`src/rtl/conv_encoder_k3.sv`:
```
// Rate-1/2 K=3 convolutional encoder, 1 info bit in -> 1 coded pair out,
// single-entry registered output; tail flush built only with ENC_TAIL_EN.
// Ports: clk, rst_n (async low), in_bit/in_valid/in_ready (info side),
//   enc_pair/enc_valid/enc_ready (symbol side), enc_tail, enc_last (framing).
module conv_encoder_k3 #(
  parameter int unsigned FRAME_LEN = 8,
  parameter logic [2:0]  G0        = 3'b111,
  parameter logic [2:0]  G1        = 3'b101
) (
  input  logic       clk,
  input  logic       rst_n,
  input  logic       in_bit,
  input  logic       in_valid,
  output logic       in_ready,
  output logic [1:0] enc_pair,
  output logic       enc_valid,
  input  logic       enc_ready,
  output logic       enc_tail,
  output logic       enc_last
);

  localparam int unsigned CW = $clog2(FRAME_LEN + 1);
  localparam logic [CW-1:0] LAST_CNT = CW'(FRAME_LEN - 1);

  typedef enum logic [1:0] {
    DATA  = 2'd0,
    TAIL1 = 2'd1,
    TAIL2 = 2'd2
  } state_e;

  state_e        state_q, state_d;
  logic [1:0]    sr_q, sr_d;
  logic [CW-1:0] cnt_q, cnt_d;
  logic [1:0]    pair_q, pair_d;
  logic          valid_q, valid_d;
  logic          tail_q, tail_d;
  logic          last_q, last_d;

  logic          slot_free;
  logic          load_data;
  logic          load_tail;
  logic          ld_bit;
  logic [2:0]    r;
  logic          cnt_end;

  always_comb begin
    slot_free = !valid_q || enc_ready;
    in_ready  = rst_n && slot_free && (state_q == DATA);
    load_data = in_valid && in_ready;
`ifdef ENC_TAIL_EN
    load_tail = slot_free && (state_q != DATA);
`else
    load_tail = 1'b0;
`endif
    // flush symbols shift zeros in
    ld_bit  = load_data ? in_bit : 1'b0;
    r       = {ld_bit, sr_q};
    cnt_end = (cnt_q == LAST_CNT);

    state_d = state_q;
    sr_d    = sr_q;
    cnt_d   = cnt_q;
    pair_d  = pair_q;
    valid_d = valid_q;
    tail_d  = tail_q;
    last_d  = last_q;

    if (load_data || load_tail) begin
      sr_d    = {ld_bit, sr_q[1]};
      pair_d  = {^(G1 & r), ^(G0 & r)};
      valid_d = 1'b1;
      tail_d  = load_tail;
      last_d  = 1'b0;
    end else if (slot_free) begin
      valid_d = 1'b0;
    end

    if (load_data) begin
`ifdef ENC_TAIL_EN
      cnt_d = cnt_q + CW'(1);
      if (cnt_end) begin
        state_d = TAIL1;
      end
`else
      if (cnt_end) begin
        cnt_d  = '0;
        last_d = 1'b1;
      end else begin
        cnt_d = cnt_q + CW'(1);
      end
`endif
    end

`ifdef ENC_TAIL_EN
    if (load_tail) begin
      if (state_q == TAIL1) begin
        state_d = TAIL2;
      end else begin
        state_d = DATA;
        cnt_d   = '0;
        last_d  = 1'b1;
      end
    end
`endif
  end

  always_ff @(posedge clk or negedge rst_n) begin
    if (!rst_n) begin
      state_q <= DATA;
      sr_q    <= 2'b00;
      cnt_q   <= '0;
      pair_q  <= 2'b00;
      valid_q <= 1'b0;
      tail_q  <= 1'b0;
      last_q  <= 1'b0;
    end else begin
      state_q <= state_d;
      sr_q    <= sr_d;
      cnt_q   <= cnt_d;
      pair_q  <= pair_d;
      valid_q <= valid_d;
      tail_q  <= tail_d;
      last_q  <= last_d;
    end
  end

  assign enc_pair  = pair_q;
  assign enc_valid = valid_q;
  assign enc_tail  = tail_q;
  assign enc_last  = last_q;

endmodule

```
`config.mk`:
```
export PLATFORM = sky130hd
export DESIGN_NAME = conv_encoder_k3
export DESIGN_NICKNAME = d
export VERILOG_FILES = /design/src/rtl/conv_encoder_k3.sv
export SDC_FILE = /design/constraint.sdc
export NUM_CORES = 1
export LEC_CHECK = 0
export BUFFER_PORTS_ARGS = -buffer_cell sky130_fd_sc_hd__buf_2
export CAP_MARGIN = 0
export CORE_AREA = 2 2 39 41
export DETAILED_ROUTE_END_ITERATION = 8
export DIE_AREA = 0 0 41 43
export SETUP_SLACK_MARGIN = 0.2
export SLEW_MARGIN = 15
export SYNTH_ARGS = -nofsm -noshare
export SYNTH_HDL_FRONTEND = slang
export SYNTH_SLANG_ARGS = --single-unit
```
`constraint.sdc`:
```
create_clock -name clk -period 1.22 [get_ports clk]
set_input_delay 0.061 -clock clk [delete_from_list [all_inputs] [get_ports clk]]
set_output_delay 0.061 -clock clk [all_outputs]
set_load 0.05 [all_outputs]
```
Word level (Yosys, flattened, before mapping)

Index checks and enable logic that the tools add are counted.

Register bits: 10
Output and inout bits: 6
Logic and storage cells: 21

Add/subtract/negate cells: 1
Eq/ne operators: 1
Multiplexer cells: 7
Reductions and logical operators: 7

Operators with widths:

| kind                                           | number |
|---|---|
| 2-to-1 mux 1 bit                               | 6 |
| XOR reduction 3 bit                            | 2 |
| adder 4 x 1 -> 4 bit (second input constant)   | 1 |
| == test 4 x 3 -> 1 bit (second input constant) | 1 |
| 2-to-1 mux 4 bit                               | 1 |
| logical AND 1 bit                              | 2 |
| nonzero test 2 bit                             | 1 |
| logical NOT 1 bit                              | 1 |
| logical OR 1 bit                               | 1 |

Logic depth before layout (Yosys ltp)

Depth after elaboration: 7
Mapped depth: 4
Mapped depth without buffers: 4

Worst setup path before layout

No wires, ideal clock.

Path kind: register -> register
From: register valid_q (netlist: enc_valid)
To: register with a tool-made name
Setup time: 125 ps
Data arrival time: 1293 ps
Slack: -198 ps
Cell stages (with the launch flop): 5
Clock period less this slack: 1418 ps
Cells stage by stage: dfrtp_1 nand2b_4 nor2b_4 buf_6 mux2_4

RTL lines:

| element                | line | source |
|---|---|---|
| start, declared        | 35   | `logic valid_q, valid_d;` |
| start signal, assigned | 121  | `valid_q <= valid_d;` |

Final worst setup path

From: register valid_q (netlist: enc_valid)
To: register cnt_q[0]

Cells in the longest elaborated chain, start to end: 4

Ends and longest elaborated chain:

| element              | line | source |
|---|---|---|
| logical NOT 1 bit    | 47   | `slot_free = !valid_q \|\| enc_ready;` |
| logical OR 1 bit     | 47   |  |
| logical AND 1 bit    | 48   | `in_ready = rst_n && slot_free && (state_q == DATA);` |
| logical AND 1 bit    | 49   | `load_data = in_valid && in_ready;` |
| end signal, assigned | 119  | `cnt_q <= cnt_d;` |
| end, declared        | 33   | `logic [CW-1:0] cnt_q, cnt_d;` |

No other way between the ends.
A chain may end at the register's enable or synchronous reset.

==> results.yml <==
run_status:
  status: "complete, but fails checks"
  violations: "setup timing"
synth:
  yosysTopAreaCell: "dfrtp_1"
  synthCells: 36
  synth.top_cell.area_share: 0.491
  synth_nets: 42
  syn_area_per_cell_um2: 14.1
  synth_cell_types: 18
  synth_edf_count: 0
  netlist_area_um2: 509
  synth_common_cells: "10 x dfrtp_1, 7 x mux2_4, 3 x xor2_1"
  ys.warnings.count: 0
  yosysMostFrequentCell: "dfrtp_1"
  synth_seq_cells: 10
  synthArstFlopShare: 1.00
  ys_top_cells_by_area: "dfrtp_1 49%, mux2_4 21%, xor2_1 5.2%"
  ys.flop_type: "dfrtp_1"
  seq_area_frac_synth: 0.491
die:
  dieWidth_um: 41
  ios: 11
  start_util: 0.368
  num_rows: 14
  die-area_um2: 1760
  core-area_um2: 1380
  die_h_um: 43
power:
  p_int_uw: 955
  peakVddDrop_v: 0.00105
  finalPower_uw: 1490
  switching_share: 0.360
  p_sw_uw: 537
  p_comb_frac: 0.428
  p_leak_uw: 0.000334
  clkPwrFrac: 0.199
  power_density_nw_per_um2: 2240
  seqPwrFrac: 0.373
timing:
  fmax_mhz: 819
  hold_viol: 0
  min_period_over_period: 1.00
  setup_viol_count_final: 1
  whs_ns: 0.0582
  drv_slew: 0
  fin_ws_ns: -0.000276
  skew_ns: 0.00833
  rsz0062_at_grt: "yes"
  finalCriticalPeriod_ns: 1.22
layout:
  final_util: 0.481
  area_delta_synth_final_pct: 30.7
  stdcell_count: 67
  layout.nets: 58
  fin_area_um2: 666
  layout-drive-gt1-share: 0.608
  antenna_cells: 0
detailed_routing:
  met3_length_um: 31
  routedWlPerCell_um: 12.0
  top_layer: "met4"
  postRouteAntennaNets: 0
  routed_wl_um: 803
  drtPass1Iterations: 2
  viasPerCell: 4.60
  drc: 0
  wl_met1_um: 355
  drt_iter0_drc: 2
  vias: 308
  wl_met2_um: 407
clock_network:
  insertion_delay_ns: 0.26
  cts_tree: "built"
  clkTransAtPathRegs_ns: 0.07
  cts.htree.levels: 1
  cts_made_buffers: 3
  numClockSinks: 10
  cts_root_buffer: "clkbuf_4"
  cts_setup_buffers: 0
  cts_buffer_depth: 2
placement:
  dp.cells: 62
  gp_congestion: 0.696
  dpl.hpwl_um: 582
  placed_area_um2: 602
  io_buffers: 9
global_routing:
  grt_pass1_wl_um: 1240
  grt-ovfl-total: 0
  grt_pass1_vias: 302
  antenna_found_initial: 0
  grt.total_usage: 0.112
  grt_max_degree: 11
critical_path:
  path_max_fanout: 7
  regToRegSetupSlack_ns: -0.0003
  worst_ep_required_time_ns: 1.36
  critPathSlowestCell: "dfrtp_2"
  crit_type: "flop to flop"
  slowest_delay_ns: 0.43
  critPathArrivalTime_ns: 1.36
  reg2reg_to: "cnt_q[0]"
  rr_startpoint: "enc_valid"
  ff2ff_path_depth: 4
  worst_setup_path_start_kind: "flop"
  crit_chain: "nand2b_4 > nor2b_4 > buf_12 > mux2_4"
  endpoint_kind: "flop"
worst_hold_path:
  worstHoldStart: "in_bit"
  hold_depth: 2
  min_path_type: "primary input to flop"
  worstHoldEndpoint: "sr_q[1]"
run:
  maxCapViolCount: 0
-- final cells by class --
type                            count  area [um^2]
Sequential cell                    10          251
Fill cell                         133          718
Clock buffer                        4         36.3
Multi-Input combinational cell     24          254
Timing Repair Buffer               13          104
Tap cell                           16         20.0
-- placed cells by master (no fill, tap or decap), drive strengths merged --
| master | n |
|---|---|
| and3b | 1 |
| xor2 | 3 |
| dfrtp | 10 |
| nand2 | 2 |
| dlygate4sd3 | 1 |
| nor2 | 2 |
| and4 | 1 |
| and2 | 1 |
| conb | 1 |
| nor3b | 1 |
| mux2 | 8 |
| clkbuf | 4 |
| ha | 1 |
| nand3 | 1 |
| nor2b | 1 |
| buf | 12 |
| nand2b | 1 |
-- worst max path at each step --
| stage | depth (start not counted) | endpoint | start |
|---|---|---|---|
| after global routing | 4 | cnt_q[0] | cnt_q[0] |
| after CTS | 4 | flop | enc_valid |
| after floorplan | 4 | flop | enc_valid |
| after detailed placement | 4 | enc_pair[1] | enc_valid |
| after global placement | 4 | cnt_q[1] | enc_valid |
| final | 4 | cnt_q[0] | enc_valid |
-- through the flow --
step                      setup slack, ns  setup TNS (ns)
after global placement             0.0329               0
after detailed placement           0.0189               0
after CTS                         0.00123               0
final                           -0.000276       -0.000276
after floorplan                   -0.0882          -0.626
after global routing              -0.0478          -0.224
-- power groups by stage --
stage	Combinational, uW	Sequential [uW]	Clock [uW]
2_1_floorplan	318	715	0
6_report	639	557	296
4_1_cts	645	558	311
3_3_place_gp	611	562	0
5_1_grt	696	578	326
3_5_place_dp	615	565	0
-- what timing repair did --
action | CTS | global route
endpoints found under the hold margin | 10 | 0
hold buffers | 1 | 0
setup endpoints to repair | 10 | 10
pin swaps | 1 | 2
gates resized for setup | 3 | 3
-- sequential cells by signal, summed over array words and instances, names as in the netlist, named ones only --
register	cells
cnt_q	4
sr_q	2
enc_valid	1
enc_pair	2
-- worst max-delay path: cells and delay by family, from the launching register on --
kind                   cells  cell delay [ns]
buffers and inverters      1             0.13
flip-flops                 1             0.43
multiplexers               1             0.30
AND/OR/NAND/NOR            2             0.25
-- metal layers --
metal	GRT usage	vias to the layer above
li1	-	148
met1	0.153	151
met2	0.147	7
met3	0.0157	2
met4	0.100	0
met5	0	-
-- logic make-up after synthesis --
group,count (synthesis),share of synthesized area
fa+ha+maj,1,0.0246
flops,10,0.491
buf+inv,2,0.0369
other cells,1,0.00736
mux,8,0.228
simple gates,11,0.160
xor+xnor,3,0.0516
Note: power is estimated with default switching activity, not from simulation.
